`src/rtl/serial_proto_pkg.sv`:
```
// Shared framing definitions for the serial_fpga command protocol (host and target side).
// Latency: none, declarations and pure functions only.
// Backpressure: none.
package serial_proto_pkg;

  // Command byte layout: {rnw, 3'b000, periph[3:0]}
  localparam int RNW_BIT        = 7;
  localparam int CMD_PERIPH_LSB = 0;
  localparam int CMD_PERIPH_MSB = 3;

  // Bit slot index of the stop bit within a 10-bit 8N1 frame (0 = start bit)
  localparam logic [3:0] STOP_POS = 4'd9;

  // Host bridge transaction states
  typedef enum logic [2:0] {
    ST_IDLE  = 3'd0,
    ST_CMD   = 3'd1,
    ST_REG   = 3'd2,
    ST_WDATA = 3'd3,
    ST_RWAIT = 3'd4,
    ST_DONE  = 3'd5
  } hb_state_e;

  // Clock cycles per serial bit
  function automatic int calc_div(input int clk_hz, input int baud);
    return clk_hz / baud;
  endfunction

  // Assemble the command byte from the direction flag and peripheral slot
  function automatic logic [7:0] cmd_byte(input logic rnw, input logic [3:0] periph);
    logic [7:0] b;
    b = '0;
    b[RNW_BIT] = rnw;
    b[CMD_PERIPH_MSB:CMD_PERIPH_LSB] = periph;
    return b;
  endfunction

endpackage

```
`src/rtl/uart_rx_sampler.sv`:
```
// 8N1 UART receiver: synchronizes rxd, validates start/stop bits, pulses o_byte_vld per good byte.
// Latency: o_byte_vld is combinational in the stop-bit sample cycle, about 2 + DIV/2 + 9*DIV cycles after the start edge.
// Backpressure: none; the consumer must take the byte in its vld cycle or lose it.
module uart_rx_sampler #(
  parameter int DIV = 10
) (
  input  logic       i_clk,
  input  logic       i_reset,
  input  logic       i_rxd,
  output logic       o_byte_vld,
  output logic [7:0] o_byte_dat
);

  localparam int            CW   = $clog2(DIV);
  localparam logic [CW-1:0] LAST = CW'(DIV - 1);
  localparam logic [CW-1:0] HALF = CW'(DIV / 2 - 1);

  localparam logic [1:0] RX_IDLE  = 2'd0;
  localparam logic [1:0] RX_START = 2'd1;
  localparam logic [1:0] RX_DATA  = 2'd2;
  localparam logic [1:0] RX_STOP  = 2'd3;

  logic [1:0]    r_sync;
  logic          r_prev;
  logic [1:0]    r_state;
  logic [CW-1:0] r_cnt;
  logic [2:0]    r_bit;
  logic [7:0]    r_shift;

  logic w_rxd;
  logic w_tick;

  assign w_rxd      = r_sync[1];
  assign w_tick     = (r_cnt == LAST);
  assign o_byte_vld = (r_state == RX_STOP) && w_tick && w_rxd;
  assign o_byte_dat = r_shift;

  // Two-flop synchronizer plus a delayed copy for falling-edge detection
  always_ff @(posedge i_clk) begin
    if (i_reset) begin
      r_sync <= 2'b11;
      r_prev <= 1'b1;
    end else begin
      r_sync <= {r_sync[0], i_rxd};
      r_prev <= w_rxd;
    end
  end

  // Frame sequencer: mid-start recheck, then one sample per bit period
  always_ff @(posedge i_clk) begin
    if (i_reset) begin
      r_state <= RX_IDLE;
      r_cnt   <= '0;
      r_bit   <= '0;
      r_shift <= '0;
    end else begin
      case (r_state)
        RX_IDLE: begin
          r_cnt <= '0;
          if (r_prev && !w_rxd) r_state <= RX_START;
        end
        RX_START: begin
          if (r_cnt == HALF) begin
            r_cnt   <= '0;
            r_bit   <= '0;
            // A line already back high at mid-start was only a glitch
            r_state <= w_rxd ? RX_IDLE : RX_DATA;
          end else begin
            r_cnt <= r_cnt + 1'b1;
          end
        end
        RX_DATA: begin
          if (w_tick) begin
            r_cnt   <= '0;
            r_shift <= {w_rxd, r_shift[7:1]};
            r_bit   <= r_bit + 1'b1;
            if (r_bit == 3'd7) r_state <= RX_STOP;
          end else begin
            r_cnt <= r_cnt + 1'b1;
          end
        end
        default: begin
          // Stop-bit sample: a low line is a framing error and simply drops the byte
          if (w_tick) begin
            r_cnt   <= '0;
            r_state <= RX_IDLE;
          end else begin
            r_cnt <= r_cnt + 1'b1;
          end
        end
      endcase
    end
  end

endmodule

```
`src/rtl/serial_host_bridge.sv`:
```
// Host initiator: serializes register read/write requests as 8N1 command bytes, collects the read reply.
// Latency: write completes 30*DIV+1 cycles after accept; read completes one cycle after the reply stop sample or on timeout.
// Backpressure: req_ready is high only in IDLE; one transaction in flight, responses cannot be stalled.
module serial_host_bridge
  import serial_proto_pkg::*;
#(
  parameter int CLK_FREQUENCY     = 50_000_000,
  parameter int BAUD              = 115_200,
  parameter int DBUS_WIDTH        = 8,
  parameter int PERIPH_ADDR_WIDTH = 4,
  parameter int REG_ADDR_WIDTH    = 8,
  parameter int ADDR_WIDTH        = PERIPH_ADDR_WIDTH + REG_ADDR_WIDTH,
  parameter int TIMEOUT_CYCLES    = 100_000
) (
  input  logic                  hba_clk,
  input  logic                  hba_reset,
  input  logic                  req_valid,
  output logic                  req_ready,
  input  logic                  req_rnw,
  input  logic [ADDR_WIDTH-1:0] req_addr,
  input  logic [DBUS_WIDTH-1:0] req_wdata,
  output logic                  rsp_valid,
  output logic [DBUS_WIDTH-1:0] rsp_rdata,
  output logic                  rsp_timeout,
  output logic                  io_txd,
  input  logic                  io_rxd
);

  localparam int            DIV       = calc_div(CLK_FREQUENCY, BAUD);
  localparam int            CW        = $clog2(DIV);
  localparam int            TW        = $clog2(TIMEOUT_CYCLES + 1);
  localparam logic [CW-1:0] BAUD_LAST = CW'(DIV - 1);
  localparam logic [TW-1:0] TMO_LAST  = TW'(TIMEOUT_CYCLES);

  hb_state_e                 r_state;
  logic                      r_rnw;
  logic [REG_ADDR_WIDTH-1:0] r_reg_byte;
  logic [DBUS_WIDTH-1:0]     r_wdata;
  logic [7:0]                r_shift;
  logic [3:0]                r_bit;
  logic [CW-1:0]             r_baud;
  logic                      r_txd;
  logic [TW-1:0]             r_to_cnt;
  logic                      r_rsp_valid;
  logic [DBUS_WIDTH-1:0]     r_rsp_rdata;
  logic                      r_rsp_timeout;

  logic       w_rx_vld;
  logic [7:0] w_rx_dat;
  logic       w_baud_wrap;

  assign w_baud_wrap = (r_baud == BAUD_LAST);
  assign req_ready   = (r_state == ST_IDLE);
  assign rsp_valid   = r_rsp_valid;
  assign rsp_rdata   = r_rsp_rdata;
  assign rsp_timeout = r_rsp_timeout;
  assign io_txd      = r_txd;

  uart_rx_sampler #(
    .DIV (DIV)
  ) u_rx (
    .i_clk      (hba_clk),
    .i_reset    (hba_reset),
    .i_rxd      (io_rxd),
    .o_byte_vld (w_rx_vld),
    .o_byte_dat (w_rx_dat)
  );

  // Request capture, tx shifter and transaction sequencing
  always_ff @(posedge hba_clk) begin
    if (hba_reset) begin
      r_state       <= ST_IDLE;
      r_rnw         <= 1'b0;
      r_reg_byte    <= '0;
      r_wdata       <= '0;
      r_shift       <= '0;
      r_bit         <= '0;
      r_baud        <= '0;
      r_txd         <= 1'b1;
      r_to_cnt      <= '0;
      r_rsp_valid   <= 1'b0;
      r_rsp_rdata   <= '0;
      r_rsp_timeout <= 1'b0;
    end else begin
      r_rsp_valid <= 1'b0;
      case (r_state)
        ST_IDLE: begin
          if (req_valid) begin
            r_rnw      <= req_rnw;
            r_reg_byte <= req_addr[REG_ADDR_WIDTH-1:0];
            r_wdata    <= req_wdata;
            r_shift    <= cmd_byte(req_rnw, req_addr[REG_ADDR_WIDTH +: PERIPH_ADDR_WIDTH]);
            r_txd      <= 1'b0;
            r_bit      <= '0;
            r_baud     <= '0;
            r_state    <= ST_CMD;
          end
        end
        ST_CMD, ST_REG, ST_WDATA: begin
          if (!w_baud_wrap) begin
            r_baud <= r_baud + 1'b1;
          end else begin
            r_baud <= '0;
            if (r_bit != STOP_POS) begin
              r_bit <= r_bit + 1'b1;
              if (r_bit == STOP_POS - 4'd1) begin
                r_txd <= 1'b1;
              end else begin
                r_txd   <= r_shift[0];
                r_shift <= {1'b0, r_shift[7:1]};
              end
            end else if (r_state == ST_CMD) begin
              // Next byte's start bit follows the stop bit with no idle gap
              r_shift <= r_reg_byte;
              r_txd   <= 1'b0;
              r_bit   <= '0;
              r_state <= ST_REG;
            end else if (r_state == ST_REG && !r_rnw) begin
              r_shift <= r_wdata;
              r_txd   <= 1'b0;
              r_bit   <= '0;
              r_state <= ST_WDATA;
            end else if (r_state == ST_REG) begin
              r_to_cnt <= '0;
              r_state  <= ST_RWAIT;
            end else begin
              r_rsp_valid   <= 1'b1;
              r_rsp_rdata   <= '0;
              r_rsp_timeout <= 1'b0;
              r_state       <= ST_DONE;
            end
          end
        end
        ST_RWAIT: begin
          // A byte arriving on the timeout cycle still counts as a reply
          if (w_rx_vld) begin
            r_rsp_valid   <= 1'b1;
            r_rsp_rdata   <= w_rx_dat;
            r_rsp_timeout <= 1'b0;
            r_state       <= ST_DONE;
          end else if (r_to_cnt == TMO_LAST) begin
            r_rsp_valid   <= 1'b1;
            r_rsp_rdata   <= '0;
            r_rsp_timeout <= 1'b1;
            r_state       <= ST_DONE;
          end else begin
            r_to_cnt <= r_to_cnt + 1'b1;
          end
        end
        ST_DONE: begin
          r_state <= ST_IDLE;
        end
        default: begin
          r_state <= ST_IDLE;
        end
      endcase
    end
  end

endmodule
```
`config.mk`:
```
export PLATFORM = sky130hd
export DESIGN_NAME = serial_host_bridge
export DESIGN_NICKNAME = d
export VERILOG_FILES = /design/src/rtl/serial_proto_pkg.sv /design/src/rtl/uart_rx_sampler.sv /design/src/rtl/serial_host_bridge.sv
export SDC_FILE = /design/constraint.sdc
export NUM_CORES = 1
export LEC_CHECK = 0
export ABC_AREA = 0
export BUFFER_PORTS_ARGS = -buffer_cell sky130_fd_sc_hd__buf_4
export CORE_AREA = 2 2 103 105
export CTS_CLUSTER_DIAMETER = 30
export CTS_CLUSTER_SIZE = 40
export DETAILED_ROUTE_END_ITERATION = 8
export DIE_AREA = 0 0 105 107
export PLACE_DENSITY = 0.7
export SYNTH_ARGS = -nofsm -noshare
export SYNTH_HDL_FRONTEND = slang
export SYNTH_SLANG_ARGS = --single-unit
```
`constraint.sdc`:
```
create_clock -name hba_clk -period 2.5 [get_ports hba_clk]
set_input_delay 0.125 -clock hba_clk [delete_from_list [all_inputs] [get_ports hba_clk]]
set_output_delay 0.125 -clock hba_clk [all_outputs]
set_load 0.01 [all_outputs]
```
### After elaboration in Yosys (flattened, before gate mapping)

Index checks and enable logic that the tools add are counted.

| word-level totals | value |
|---|---|
| bits in read-only memories | 0 |
| RAM bits | 0 |
| bits of input ports | 25 |
| output and inout port bits | 12 |
| logic and storage cells | 153 |
| register bits | 94 |
| latch bits | 0 |
| memories | 0 |

| operators by class | value |
|---|---|
| add/subtract/negate cells | 5 |
| equal/unequal tests | 30 |
| order comparisons | 0 |
| shift-type cells | 0 |
| reductions and logical operators | 23 |
| multiply operators | 0 |
| bitwise logic cells | 0 |
| divide/modulo/power cells | 0 |
| muxes and demuxes | 77 |

Operators with widths:

| cell | count |
|---|---|
| $mux 17 | 7 |
| $mux 8 | 13 |
| $mux 9 | 4 |
| $pmux 9 s2 | 2 |
| $pmux 17 s2 | 1 |
| $pmux 8 s2 | 2 |
| $mux 3 | 9 |
| $mux 1 | 21 |
| $mux 4 | 5 |
| $add 9x1->9 const B | 2 |
| $eq 9x9->1 const B | 2 |
| $ne 2x2->1 const B | 9 |
| $add 17x1->17 const B | 1 |
| $eq 17x17->1 const B | 1 |
| $mux 2 | 6 |
| $reduce_and 5->1 | 2 |
| $eq 9x8->1 const B | 1 |
| $pmux 3 s3 | 1 |
| $ne 2x1->1 const B | 4 |
| $ne 4x4->1 const B | 2 |
| $pmux 4 s2 | 1 |
| $reduce_and 4->1 | 2 |
| $reduce_and 8->1 | 1 |
| $reduce_and 7->1 | 1 |
| 22 further kinds | 35 |

### Depth between registers and ports, before layout

| depth | value |
|---|---|
| depth after elaboration | 7 |
| depth in mapped cells | 9 |
| gate-level depth less buffers | 7 |

### Hierarchy

Synthesis repeated with hierarchy kept, for this count alone.

| unflattened totals | value |
|---|---|
| cell total of the unflattened synthesis | 520 |
| area, all modules | 4438.0 um^2 |

Modules (own cells, without submodules):

| module | cells each | instances | area an instance (um^2) | sequential area each (um^2) |
|---|---|---|---|---|
| serial_host_bridge | 394 | 1 | 3319.4 | 1381.3 |
| uart_rx_sampler | 126 | 1 | 1118.6 | 500.5 |

### Least setup slack after synthesis

OpenSTA, ideal clock, no wires.

| timing | value |
|---|---|
| kind | register to register |
| start point | register r_to_cnt[4] |
| end point | register r_to_cnt[6] |
| path slack | 0.146 ns |
| library setup time | 0.135 ns |
| arrival time | 2.219 ns |
| cell stages (with the launch flop) | 8 |
| buffers on the path | 2 |
| data required time | 2.365 ns |
| clock period less this slack | 2.354 ns |
| path through | dfxtp_1 -> or4b_1 -> or4_4 -> or4_4 -> buf_6 -> buf_2 -> nand4_1 -> o211ai_1 |

| between the ends | value |
|---|---|
| word-level cells in the longest chain between the ends | 4 |
| elaborated cells on any way between the ends | 7 |
| those cells by class | add/sub (1); eq/ne (2); mux (3); reduce/logical (1) |

Ends and longest elaborated chain:

| item | RTL line | source |
|---|---|---|
| start, declared | serial_host_bridge.sv:43 | `logic [TW-1:0] r_to_cnt;` |
| start signal, assigned | serial_host_bridge.sv:147 | `r_to_cnt <= r_to_cnt + 1'b1;` |
| $add 17x1->17 | serial_host_bridge.sv:147 |  |
| $mux 17 | serial_host_bridge.sv:141 | `end else if (r_to_cnt == TMO_LAST) begin` |
| $mux 17 | serial_host_bridge.sv:136 | `if (w_rx_vld) begin` |
| $pmux 17 s2 | serial_host_bridge.sv:86 | `case (r_state)` |

Several ways; a longest one is shown, not always the timed one. The select of a mux whose other input is x is not followed.
A chain may end at the register's enable or synchronous reset.

### Final worst setup path

| timing | value |
|---|---|
| start point | register r_to_cnt[4] |
| end point | register r_to_cnt[10] |

Same word-level chain as after synthesis.

==> summary.txt <==
Final WL = 10900 um
Slew headroom = 55.3%
Routed vias/inst = 5.63
Post-synthesis sequential area ratio = 41.9%
Cell leakage power = 1.97 nW
Buffers added on ports = 36
WP data required = 2.74 ns
Nets = 641
Placeable Area = 10100 um2
Crit-path slowest cell = or4b_1
Type of destination of the critical path = flop
Fin Setup TNS = 0 ns
Design area = 5340 um2
Cell Pwr Density = 587 nW/um2
Layout cells sized above 1 = 14.4%
Iter 0 DRT Violations = 235
Inst Count DP = 709
Starting density of the core = 44.5%
Worst reg-to-reg setup slack = 0.11 ns
FILL cells = 1001
Post-synth top area share = 41.9%
Gr ovfl total = 0
Hold WC Path Type = in2reg
DP HPWL = 7320 um
Std cell rows = 37
DRT antenna net count = 0
Final setup margin = 0.106 ns
Worst setup SP type = flop
Area leader, netlist = dfxtp_1
Antenna diodes = 0
FMAX = 418 MHz
Syn Nets = 587
Mapped Area = 4500 um2
Root Driver = clkbuf_8
Buffers & Inverters on Critical Path = 1
Placer Congestion = 0.902
CTS buffer count = 9
Max FO, Critical Path = 9
Worst-path cell chain = or4b_1, or4_4, or4_4, buf_4, nand2_1, o32ai_1
Unique masters post-synth = 57
TritonRoute pass-1 iters = 5
Transition time of the tightest slew-check pin = 0.661 ns
Global-route wire length before repair = 18200 um
Top cells by area, synth = dfxtp_1 42%, nand2_1 6.8%, a21oi_1 5.2%, ha_1 4.5%, nor2_1 4.3%
Fraction of registers with async set or reset after synthesis = 0%
All-Layer GR Usage = 19.6%
Crit-path most repeated cell = or4_4
Max stage delay on crit path = 0.53 ns
Clock transition at path regs = 0.10 ns
Final Max Tran Viols = 0
Syn Area/Cell = 8.23 um2
H-tree lvl count = 3
Initial antenna violation count = 0
Largest net degree at the start of global routing = 37
Pre-CTS setup slack = 0.0885 ns
Fin cells = 741
Final Util = 52.9%
Die ar. = 11200 um2
Run status = completed
Die H = 107 um
Tmin final = 2.39 ns
Area occupied by multi-input gates = 2470 um2
Dominant synthesized flop cell = dfxtp_1
Ys Warns = 0
Final Hold Vio Count = 0
Clock Sinks = 94
Mapped Cells = 546
Ports = 37
Via Count = 4170
Clock Skew = 0.0148 ns
Layout area overhead = 18.7%
Clock Path Buffers = 2
Final setup viols = 0
Cell family with most CP delay = simple AND/OR/NAND/NOR gates
Max-cap viol count = 0
Critical path class = reg2reg
RSZ-0062 raised after global routing = no
Worst VDD drop = 0.273 mV
Post-synth EDFFs = 0
Post-synthesis register bit count = 94
Die Span X = 105 um
CP arrival = 2.63 ns
# DRC = 0
Wire per inst = 14.7 um
Final Cycle Share = 95.8%
Worst-Skew Late Latency = 0.37 ns
Post-DP Area = 4960 um2
CTS tree = built
Vias in the first global route = 3879
FF/Latch Area = 1880 um2
[worst paths after layout]
check / startpoint / depth (start not counted) / endpoint
setup / recovery: r_to_cnt[4] / 6 / r_to_cnt[10]
hold / removal: req_addr[1] / 3 / r_reg_byte[1]
setup reg to reg: r_to_cnt[4] / 6 / r_to_cnt[10]
hold reg to reg: u_rx.r_sync[0] / 1 / u_rx.r_sync[1]
[per-layer routing]
layer | share of wire (%) | global-route usage [%] | vias to the layer above | wire length, um
met5 | 0 | 0 | - | 0
met4 | 1.8 | 8.29 | 0 | 201
met3 | 5.1 | 3.89 | 17 | 559
met2 | 48 | 32.8 | 121 | 5240
met1 | 45 | 24.8 | 1957 | 4910
li1 | - | - | 2075 | -
[what timing repair did]
| item | CTS | global route |
|---|---|---|
| gates resized for setup | 0 | 4 |
| endpoints found under the setup margin | 0 | 14 |
| endpoints found under the hold margin | 16 | 0 |
| setup buffers | 0 | 0 |
| hold buffers | 16 | 0 |
[Yosys cell counts, drive strengths merged, types with 4 or more instances]
master,number
a211oi,8
a21oi,47
a22o,8
a31oi,6
clkbuf,24
dfxtp,94
ha,16
inv,16
mux2i,12
nand2,81
nand3,30
nand4,13
nand4b,4
nor2,51
nor3,16
nor4,6
o211ai,9
o21ai,18
or2,7
or3,4
or4,4
xnor2,5
xor2,9
[kinds of logic after synthesis]
group                      synth area share [%]
AOI/OAI and AO/OA                          17.2
xor gates and xnor gates                   2.73
adders and majority gates                  4.45
buffers and inverters                      3.70
DFF                                        41.9
muxes                                      2.67
and+or+nand+nor                            27.4
[through the flow]
step / hold slack [ns] / power, mW
after floorplan: 0.229 / 1.99
after global placement: 0.315 / 2.12
after detailed placement: 0.318 / 2.13
after CTS: 0.00375 / 3.16
after global routing: 0.00518 / 3.29
final: 0.0184 / 3.13
[cell type report]
cell class / instances / share of cell area (%)
clock inverters: 7 / 1.41
flip-flops and latches: 94 / 35.3
clock buffers: 9 / 2.32
multi-input cells: 410 / 46.2
well taps: 136 / 3.19
repair buffers: 69 / 10.5
inverters: 16 / 1.13
[worst min-delay path, delay by kind of cell]
kind | cells | cell delay (ns)
buffers and inverters | 1 | 0.11
AND/OR/NAND/NOR | 1 | 0.06
AO/OA/AOI/OAI | 1 | 0.06
[placed cells by master, fill, tap and decap left out, types with 3 or more instances in the layout]
master         netlist  final
dfxtp_1             94     94
nand2_1             81     81
buf_4                0     53
nor2_1              51     50
a21oi_1             47     47
nand3_1             30     30
o21ai_0             18     18
inv_1               16     16
nor3_1              16     16
ha_1                16     16
dlygate4sd3_1        0     16
nand4_1             13     13
mux2i_1             12     12
o211ai_1             9      9
xor2_1               9      9
clkbuf_8             0      9
a22o_1               8      8
a211oi_1             8      7
or2_2                7      7
nor4_1               6      6
xnor2_1              5      5
or3_1                4      4
a31oi_1              6      4
nand4b_1             4      4
and2_1               3      3
o32ai_1              3      3
nand2b_1             3      3
and3_1               3      3
o2111ai_1            3      3
nor2b_1              3      3
o21a_1               3      3
nand3b_1             3      3
inv_8                0      3
[power breakdown]
| group | switching (mW) | internal (mW) |
|---|---|---|
| registers | 0.0546 | 1.56 |
| clock network | 0.610 | 0.396 |
| logic | 0.295 | 0.214 |
| total | 0.960 | 2.17 |
[flip-flops by register name, indices dropped and copies added (netlist names), 4 cells and up]
| register | flops |
|---|---|
| u_rx.r_cnt | 9 |
| u_rx.o_byte_dat | 8 |
| r_to_cnt | 17 |
| r_baud | 9 |
| r_bit | 4 |
| rsp_rdata | 8 |
| r_reg_byte | 8 |
| r_wdata | 8 |
| r_shift | 8 |
(Power assumes the default switching activity.)
